==> config.mk <==
export PLATFORM = sky130hd
export DESIGN_NAME = fp_pack_flat
export DESIGN_NICKNAME = d
export VERILOG_FILES = /design/src/rtl/fp_pack_pkg.sv /design/src/rtl/fp_pack_if.sv /design/src/rtl/fp_pack_lzc.sv /design/src/rtl/fp_pack.sv /design/src/flat_wrapper.sv
export SDC_FILE = /design/constraint.sdc
export NUM_CORES = 1
export LEC_CHECK = 0
export ABC_AREA = 1
export CAP_MARGIN = 20
export CORE_MARGIN = 2
export CORE_UTILIZATION = 40
export DETAILED_ROUTE_END_ITERATION = 10
export MAX_ROUTING_LAYER = met4
export PLACE_DENSITY = 0.59
export SLEW_MARGIN = 40
export SYNTH_ARGS = -nofsm -noshare
export SYNTH_HDL_FRONTEND = slang
export SYNTH_SLANG_ARGS = --single-unit
==> constraint.sdc <==
create_clock -name clk -period 5.2 [get_ports clk]
set_clock_uncertainty 0.2 [all_clocks]
set_input_delay 0.52 -clock clk [delete_from_list [all_inputs] [get_ports clk]]
set_output_delay 0.52 -clock clk [all_outputs]
set_load 0.05 [all_outputs]
==> src/rtl/fp_pack_pkg.sv <==
// fp_pkg: shared binary32 field constants, packer widths and the packed word type.
// No ports. Optional feature macro used by the packer: FP_PACK_FLAGS_EN.
package fp_pkg;

    // binary32 layout
    localparam int unsigned EXP_W    = 8;
    localparam int unsigned FRAC_W   = 23;
    localparam int unsigned BIAS     = 127;
    localparam logic [7:0]  EXP_MAX  = 8'hFF;
    localparam int unsigned SIGN_BIT = 31;
    localparam int unsigned EXP_MSB  = 30;
    localparam int unsigned EXP_LSB  = 23;
    localparam logic [31:0] POS_INF  = 32'h7F80_0000;
    localparam logic [31:0] NEG_INF  = 32'hFF80_0000;

    // Packer input format and internal widths
    localparam int unsigned EXP_IN_W  = 10;           // signed biased exponent
    localparam int unsigned MANT_IN_W = 28;           // carry,hidden,frac[23],G,R,S
    localparam int unsigned NORM_W    = 27;           // hidden,frac[23],G,R,S
    localparam int unsigned LZ_W      = 5;
    localparam int unsigned EXPX_W    = EXP_IN_W + 1; // room for +1 / -lz
    localparam int unsigned FLAGS_W   = 3;            // {overflow, underflow, inexact}

    typedef struct packed {
        logic              sign;
        logic [EXP_W-1:0]  exp;
        logic [FRAC_W-1:0] frac;
    } fp32_t;

endpackage

==> src/rtl/fp_pack_if.sv <==
// fp_pack_if: input result bus and packed-word output bus of the packer.
//   master: producer of results / consumer of packed words (testbench or datapath)
//   slave : the packer
//   in_valid/in_ready/in_sign/in_exp/in_mant : unnormalized result handshake
//   out_valid/out_ready/out_word             : packed binary32 handshake
//   out_flags (only with FP_PACK_FLAGS_EN)   : {overflow, underflow, inexact}
interface fp_pack_if;
    import fp_pkg::*;

    logic                 in_valid;
    logic                 in_ready;
    logic                 in_sign;
    logic [EXP_IN_W-1:0]  in_exp;
    logic [MANT_IN_W-1:0] in_mant;
    logic                 out_valid;
    logic                 out_ready;
    logic [31:0]          out_word;
`ifdef FP_PACK_FLAGS_EN
    logic [FLAGS_W-1:0]   out_flags;

    modport master (output in_valid, in_sign, in_exp, in_mant, out_ready,
                    input  in_ready, out_valid, out_word, out_flags);
    modport slave  (input  in_valid, in_sign, in_exp, in_mant, out_ready,
                    output in_ready, out_valid, out_word, out_flags);
`else
    modport master (output in_valid, in_sign, in_exp, in_mant, out_ready,
                    input  in_ready, out_valid, out_word);
    modport slave  (input  in_valid, in_sign, in_exp, in_mant, out_ready,
                    output in_ready, out_valid, out_word);
`endif

endinterface

==> src/rtl/fp_pack_lzc.sv <==
// fp_lzc: combinational leading-zero counter over 27 bits.
//   i_val : value to scan from bit 26 downwards
//   o_cnt : number of leading zeros (27 when i_val is zero)
module fp_lzc
    import fp_pkg::*;
(
    input  logic [NORM_W-1:0] i_val,
    output logic [LZ_W-1:0]   o_cnt
);

    // Ascending scan: the highest set bit is the last to write o_cnt
    always_comb begin
        o_cnt = LZ_W'(NORM_W);
        for (int i = 0; i < int'(NORM_W); i++) begin
            if (i_val[i]) begin
                o_cnt = LZ_W'(int'(NORM_W) - 1 - i);
            end
        end
    end

endmodule

==> src/rtl/fp_pack.sv <==
// fp_pack: two-stage normalize / round-to-nearest-even / pack into binary32.
//   clk, rst_n : clock, synchronous active-low reset
//   bus        : fp_pack_if.slave (input result handshake, packed word output)
// Optional macro FP_PACK_FLAGS_EN adds bus.out_flags = {overflow, underflow, inexact}.
module fp_pack
    import fp_pkg::*;
(
    input  logic         clk,
    input  logic         rst_n,
    fp_pack_if.slave     bus
);

    localparam logic signed [EXPX_W-1:0] EXP_OVF = EXPX_W'(255);
    localparam logic signed [EXPX_W-1:0] EXP_UNF = EXPX_W'(0);

    // Pipeline state
    logic                      r_s1_valid;
    logic                      r_s1_sign;
    logic signed [EXPX_W-1:0]  r_s1_exp;
    logic [NORM_W-1:0]         r_s1_mant;
    logic                      r_s2_valid;
    fp32_t                     r_word;

    // Handshake: a stage advances when empty or when the stage after it advances
    logic w_s2_adv;
    logic w_s1_en;
    assign w_s2_adv     = !r_s2_valid || bus.out_ready;
    assign w_s1_en      = !r_s1_valid || w_s2_adv;
    assign bus.in_ready = w_s1_en;

    // Stage 1: normalize so the hidden bit lands on bit 26
    logic [LZ_W-1:0]          w_lz;
    logic [NORM_W-1:0]        w_n_mant;
    logic signed [EXPX_W-1:0] w_n_exp;

    fp_lzc u_lzc (
        .i_val (bus.in_mant[NORM_W-1:0]),
        .o_cnt (w_lz)
    );

    always_comb begin
        w_n_exp  = {bus.in_exp[EXP_IN_W-1], bus.in_exp};
        w_n_mant = bus.in_mant[NORM_W-1:0];
        if (bus.in_mant[MANT_IN_W-1]) begin
            // Carry: shift right one, the dropped bit folds into sticky
            w_n_mant = {bus.in_mant[MANT_IN_W-1:2], bus.in_mant[1] | bus.in_mant[0]};
            w_n_exp  = w_n_exp + EXPX_W'(1);
        end else begin
            w_n_mant = bus.in_mant[NORM_W-1:0] << w_lz;
            w_n_exp  = w_n_exp - EXPX_W'(w_lz);
        end
    end

    // Stage 2: round-to-nearest-even, range check, pack.
    // A normalized nonzero value always has the hidden bit set, so a clear
    // hidden bit identifies the zero input.
    logic                     w_zero;
    logic                     w_round_up;
    logic                     w_carry;
    logic [FRAC_W-1:0]        w_frac;
    logic signed [EXPX_W-1:0] w_exp_f;
    logic                     w_ovf;
    logic                     w_unf;
    logic                     w_inexact;
    fp32_t                    w_word;

    always_comb begin
        w_zero     = !r_s1_mant[NORM_W-1];
        w_round_up = r_s1_mant[2] & (r_s1_mant[1] | r_s1_mant[0] | r_s1_mant[3]);
        // Fraction wraps to zero on 1.111.. round-up; the carry bumps the exponent
        w_carry    = w_round_up & (&r_s1_mant[NORM_W-2:3]);
        w_frac     = r_s1_mant[NORM_W-2:3] + FRAC_W'(w_round_up);
        w_exp_f    = r_s1_exp + EXPX_W'(w_carry);
        w_ovf      = !w_zero && (w_exp_f >= EXP_OVF);
        w_unf      = !w_zero && (w_exp_f <= EXP_UNF);
        w_inexact  = (|r_s1_mant[2:0]) | w_ovf | w_unf;

        w_word = '{sign: r_s1_sign, exp: w_exp_f[EXP_W-1:0], frac: w_frac};
        if (w_zero || w_unf) begin
            w_word = '{sign: r_s1_sign, exp: '0, frac: '0};
        end else if (w_ovf) begin
            w_word = fp32_t'(r_s1_sign ? NEG_INF : POS_INF);
        end
    end

    // Pipeline registers
    always_ff @(posedge clk) begin
        if (!rst_n) begin
            r_s1_valid <= 1'b0;
            r_s1_sign  <= 1'b0;
            r_s1_exp   <= '0;
            r_s1_mant  <= '0;
            r_s2_valid <= 1'b0;
            r_word     <= '0;
        end else begin
            if (w_s1_en) begin
                r_s1_valid <= bus.in_valid;
                if (bus.in_valid) begin
                    r_s1_sign <= bus.in_sign;
                    r_s1_exp  <= w_n_exp;
                    r_s1_mant <= w_n_mant;
                end
            end
            if (w_s2_adv) begin
                r_s2_valid <= r_s1_valid;
                if (r_s1_valid) begin
                    r_word <= w_word;
                end
            end
        end
    end

    assign bus.out_valid = r_s2_valid;
    assign bus.out_word  = r_word;

`ifdef FP_PACK_FLAGS_EN
    // Flags travel with the word and hold under the same stall rule
    logic [FLAGS_W-1:0] r_flags;

    always_ff @(posedge clk) begin
        if (!rst_n) begin
            r_flags <= '0;
        end else if (w_s2_adv && r_s1_valid) begin
            r_flags <= {w_ovf, w_unf, w_inexact};
        end
    end

    assign bus.out_flags = r_flags;
`endif

endmodule

==> src/flat_wrapper.sv <==
// flat-port wrapper written by rule: the top's interface ports become plain ports
module fp_pack_flat import fp_pkg::*;
  (clk, rst_n, bus_in_valid, bus_in_sign, bus_in_exp, bus_in_mant, bus_out_ready, bus_in_ready, bus_out_valid, bus_out_word);
  fp_pack_if bus_i ();
  input  logic clk;
  input  logic rst_n;
  input wire logic [$bits(bus_i.in_valid)-1:0] bus_in_valid;
  input wire logic [$bits(bus_i.in_sign)-1:0] bus_in_sign;
  input wire logic [$bits(bus_i.in_exp)-1:0] bus_in_exp;
  input wire logic [$bits(bus_i.in_mant)-1:0] bus_in_mant;
  input wire logic [$bits(bus_i.out_ready)-1:0] bus_out_ready;
  output wire logic [$bits(bus_i.in_ready)-1:0] bus_in_ready;
  output wire logic [$bits(bus_i.out_valid)-1:0] bus_out_valid;
  output wire logic [$bits(bus_i.out_word)-1:0] bus_out_word;
  assign bus_i.in_valid = bus_in_valid;
  assign bus_i.in_sign = bus_in_sign;
  assign bus_i.in_exp = bus_in_exp;
  assign bus_i.in_mant = bus_in_mant;
  assign bus_i.out_ready = bus_out_ready;
  assign bus_in_ready = bus_i.in_ready;
  assign bus_out_valid = bus_i.out_valid;
  assign bus_out_word = bus_i.out_word;
  fp_pack u_core (.clk(clk), .rst_n(rst_n), .bus(bus_i));
endmodule
# Yosys cells after proc, flatten, opt, wreduce, memory -nomap -nowiden
# Index checks and enable logic that the tools add are counted.
# word_totals
wordCells,63
reg_bits,73
output_inout_bits,34
# op_classes
shift,1
n_lt_le_gt_ge,2
mux,32
n_reduce_logical,11
bitwise,5
addsub,4
# op_table
cell,n
5-bit 2-to-1 mux,26
32-bit 2-to-1 mux,3
27-bit 2-to-1 mux,1
27-bit by 5-bit left shift with 27-bit output,1
23-bit by 1-bit adder with 23-bit output,1
23-bit AND reduction,1
"10-bit by 2-bit adder with 11-bit output, second input constant",1
11-bit by 1-bit adder with 11-bit output,1
"11-bit by 9-bit greater-or-equal comparator with 1-bit output, second input constant",1
"11-bit by 1-bit less-or-equal comparator with 1-bit output, second input constant",1
11-bit 2-to-1 mux,1
10-bit by 6-bit subtractor with 11-bit output,1
2-bit AND reduction,2
1-bit logical NOT,3
1-bit logical OR,3
1-bit OR,3
1-bit AND,2
1-bit logical AND,2
1-bit 2-to-1 mux,1

# Logic depth before layout (Yosys ltp)
# logic_depth
depth_word,29
depth_mapped,44
depth_no_buf,44

# Cells and area by module
# A second synthesis with hierarchy kept.
# hier_totals
hier_cells,1048
hier_area_um2,6140.9
# by_module_without_submodules
module,area_per_inst_um2,cells_per_inst,n_inst
fp_pack,5788.1,968,1
fp_lzc,352.8,80,1

# Worst setup path after synthesis
# Ideal clock, no wire load.
# synth_path
path_kind,input to register
startpoint,input port bus_in_mant[2]
endpoint,register u_core.r_s1_exp[9]
path_buffers,1
cell_stages,32
setup_ps,115
arrival_time_ps,4131
path_slack_ps,753
path_cell_list,inv_2 a211oi_1 o31ai_1 nand2_1 nand3_1 nand3_1 nand3_1 nand3_1 nand3_1 nand3_1 a31oi_2 inv_2 buf_1 ha_1 o21ai_0 a21oi_1 ha_1 a21oi_1 nand2_1 a21oi_1 inv_1 a21oi_1 nor2_1 nor2_1 inv_1 a21oi_1 nor2_1 o21ai_0 nand2_1 xor2_1 o21ai_0 inv_1
# synth_between
elab_chain_cells,27
# synth_lines
item,line_no,rtl
from (decl),flat_wrapper.sv:10,input wire logic [$bits(bus_i.in_mant)-1:0] bus_in_mant;
5-bit 2-to-1 mux (25 in series),fp_pack_lzc.sv:15,if (i_val[i]) begin
10-bit by 6-bit subtractor with 11-bit output,fp_pack.sv:50,w_n_exp = w_n_exp - EXPX_W'(w_lz);
11-bit 2-to-1 mux,fp_pack.sv:44,if (bus.in_mant[MANT_IN_W-1]) begin
to (signal assigned),fp_pack.sv:100,r_s1_exp <= w_n_exp;
to (decl),fp_pack.sv:19,logic signed [EXPX_W-1:0] r_s1_exp;
# Every way passes these cells.
# A chain may end at the register's enable or synchronous reset.

# Final worst setup path
# layout_path
startpoint,input port bus_in_mant[3]
endpoint,register u_core.r_s1_exp[9]
# layout_between
elab_chain_cells,26
# layout_lines
item,line_no
5-bit 2-to-1 mux (24 in series),fp_pack_lzc.sv:15
10-bit by 6-bit subtractor with 11-bit output,fp_pack.sv:50
11-bit 2-to-1 mux,fp_pack.sv:44
# Every way passes these cells.

==> results by group <==
Status
  • Status: complete, no violations

Floorplanning
  • IO Count: 77
  • Die W: 123 um
  • Initial Util: 40.9%
  • Die Span Y: 123 um
  • Die area: 0.0151 mm^2
  • Core Box Area: 0.0138 mm^2
  • Row cnt: 43

Clocking
  • CTS root buf: clkbuf_16
  • H-tree levels: 3
  • Clock insertion delay at the later pin of the skew report: 0.33 ns
  • Clk buf depth: 2
  • Clk slew on worst S/H paths: 0.05 ns
  • Hold buffers post-CTS: 0
  • TritonCTS clock tree: yes
  • Post-CTS setup buffers: 0
  • CTS buffer count: 9
  • CTS Sinks: 73

Cells and area
  • Final Net Count: 1,056
  • Fillers: 1,506
  • Antenna cells: 0
  • Area Growth Syn to Fin: 21.5%
  • Commonest non-fill, non-tap cell in the layout: nand2_1
  • Layout cells sized above 1: 6.59%
  • Non-Filler Instances: 1,182
  • Commonest non-fill, non-tap cells in the layout: nand2_1, nand3_1, a21oi_1, inv_1

STA
  • Max-slew headroom: 46.6%
  • Final hold viol count: 0
  • Final setup violation count: 0
  • Final min period: 4.67 ns
  • Fin crit share: 89.9%
  • Slew Limit Fails: 0
  • Unrepaired setup endpoints after global routing: false
  • F_max: 0.214 GHz
  • Worst slew pin tran: 0.798 ns
  • Total negative setup slack: 0 ns

Power
  • Pwr dens: 245 mW/mm^2
  • VDD IR max: 0.174 mV
  • Pleak: 3.08 nW

Detailed routing
  • Drt pass-1 iters: 5
  • Vias/cell: 5.42
  • Drt total wl: 17,800 um
  • Routed Antenna Nets: 0
  • # DRC: 0
  • Iter 0 DRT Violations: 563
  • Vias: 6,403
  • WL per Instance: 15.0 um

Setup path
  • Critical path type: in -> reg
  • CP max FO: 6
  • CP most frequent cell: nand2_1
  • Crit path max-delay cell type: clkdlybuf4s50_1
  • CP required: 5.22 ns
  • Element type at the critical path start: primary input
  • CP endpoint kind: register
  • Largest stage delay on the critical path: 0.51 ns
  • Reg2reg setup slack: 0.79 ns
  • Worst EP arrival: 4.70 ns

Placed design
  • Routability cong.: 0.964
  • Port buffer count: 76
  • Inst Count DP: 1,166
  • HPWL after detailed placement: 13,400 um

Global routing
  • Global-route wire length before repair: 28,900 um
  • Initial antenna violation count: 0
  • Remaining Overflow, GRT: 0
  • Vias in the first global route: 5,746
  • Tot GR Track Use: 24.7%
  • Pin count of the biggest net entering global routing: 44

Synth
  • Number of flops mapped to enable cells by yosys: 0
  • Syn Inst Count: 942
  • Syn Nets: 1,001
  • Ys flop type: dfxtp_1
  • Synth Cell Area: 0.00566 mm^2
  • Fraction of registers with async set/reset: 0%
  • Yosys cell types: 40
  • FF+latch count, synth: 73
  • Ys Warns: 0
  • Sequential share of the synthesized area: 25.8%
  • Syn Area/Cell: 6.01 um^2

Run
  • Max-cap violations: 0

Hold path
  • Hold Path Class: reg -> reg
[power breakdown]
group	total [W]	internal, W	switching [W]	leakage [nW]
sequential	0.000621	0.000591	0.0000303	0.599
clock	0.000622	0.000385	0.000237	0.141
combinational	0.000444	0.000161	0.000284	2.34
[area by class of cell]
class / count / area, um^2 / area share [%]
multi-input cells: 725 / 3640 / 52.9
flip-flops and latches: 73 / 1460 / 21.3
repair buffers: 91 / 881 / 12.8
inverters: 97 / 364 / 5.29
clock buffers: 10 / 239 / 3.48
well taps: 180 / 225 / 3.28
clock inverters: 6 / 66.3 / 0.964
[routing by layer]
metal  global-route usage, %  vias to the layer above  wire length (um)
li1                        -                     3247                 -
met1                    34.5                     2907              8410
met2                    37.0                      220              7830
met3                    4.38                       29              1210
met4                    5.96                        0               323
met5                       -                        -                 0
[critical path, delay by kind of cell]
family / cells / cell delay (ns)
adders and majority gates: 2 / 0.48
xor gates and xnor gates: 1 / 0.14
AOI/OAI and AO/OA: 9 / 1.31
buffers and inverters: 5 / 0.78
and+or+nand+nor: 26 / 1.48
[sequential cells by signal, summed over array words and instances (netlist names)]
name and cells:
u_core.r_s1_sign 1, u_core.r_s1_exp 11, u_core.r_s1_valid 1, u_core.bus.out_word 32
u_core.r_s1_mant 27, u_core.bus.out_valid 1
[per-stage QoR]
step	hold slack [ns]	area [um^2]	total power, W	utilization (%)	worst slack [ns]
2_1_floorplan	0.250	5660	0.000927	-	0.753
3_3_place_gp	0.254	6550	0.00107	47.3	0.176
3_5_place_dp	0.257	6550	0.00107	47.4	0.103
4_1_cts	0.266	6860	0.00169	49.6	0.435
5_1_grt	0.279	6880	0.00178	49.7	0.00351
6_report	0.262	6880	0.00169	49.7	0.525
[synth_stat cells (3+ instances only)]
cell type    n  share of area [%]
nand4_1     20                2.2
xnor2_1      8                1.2
nor2_1      68                4.5
nor4_1       7               0.77
nand2_2      8               0.88
nor3_1       7               0.62
o21ai_0     63                5.6
nand2_1    239                 16
nand3_2     11                1.9
ha_1        15                3.3
inv_1       92                6.1
dfxtp_1     73                 26
buf_2        9               0.80
nand3_1    137                 12
a21oi_1    104                9.2
clkbuf_1    33                2.2
xor2_1      14                2.2
inv_2        3               0.20
[what timing repair did]
action | CTS | global route
setup endpoints to repair | 0 | 2
hold endpoints to repair | 0 | 0
resized for setup | 0 | 8
[final timing paths]
kind	from	to	cells after the start
worst max-delay path	bus_in_mant[3]	u_core.r_s1_exp[9]$_SDFFE_PN0P_	43
worst min-delay path	u_core.bus.out_word[11]$_SDFFE_PN0P_	u_core.bus.out_word[11]$_SDFFE_PN0P_	2
worst max register to register	u_core.r_s1_mant[19]$_SDFFE_PN0P_	u_core.bus.out_word[17]$_SDFFE_PN0P_	20
worst min register to register	u_core.bus.out_word[11]$_SDFFE_PN0P_	u_core.bus.out_word[11]$_SDFFE_PN0P_	2
[cells by family (layout without fill, tap and decap cells)]
| kind of cell | after synthesis | after routing | synth area share, % |
|---|---|---|---|
| DFF | 73 | 73 | 25.8 |
| adders and majority gates | 16 | 16 | 3.67 |
| xor gates and xnor gates | 22 | 22 | 3.40 |
| and+or+nand+nor | 503 | 503 | 39.8 |
| AOI/OAI and AO/OA | 184 | 184 | 17.1 |
| buffers and inverters | 144 | 204 | 10.2 |
(Power assumes the default switching activity.)
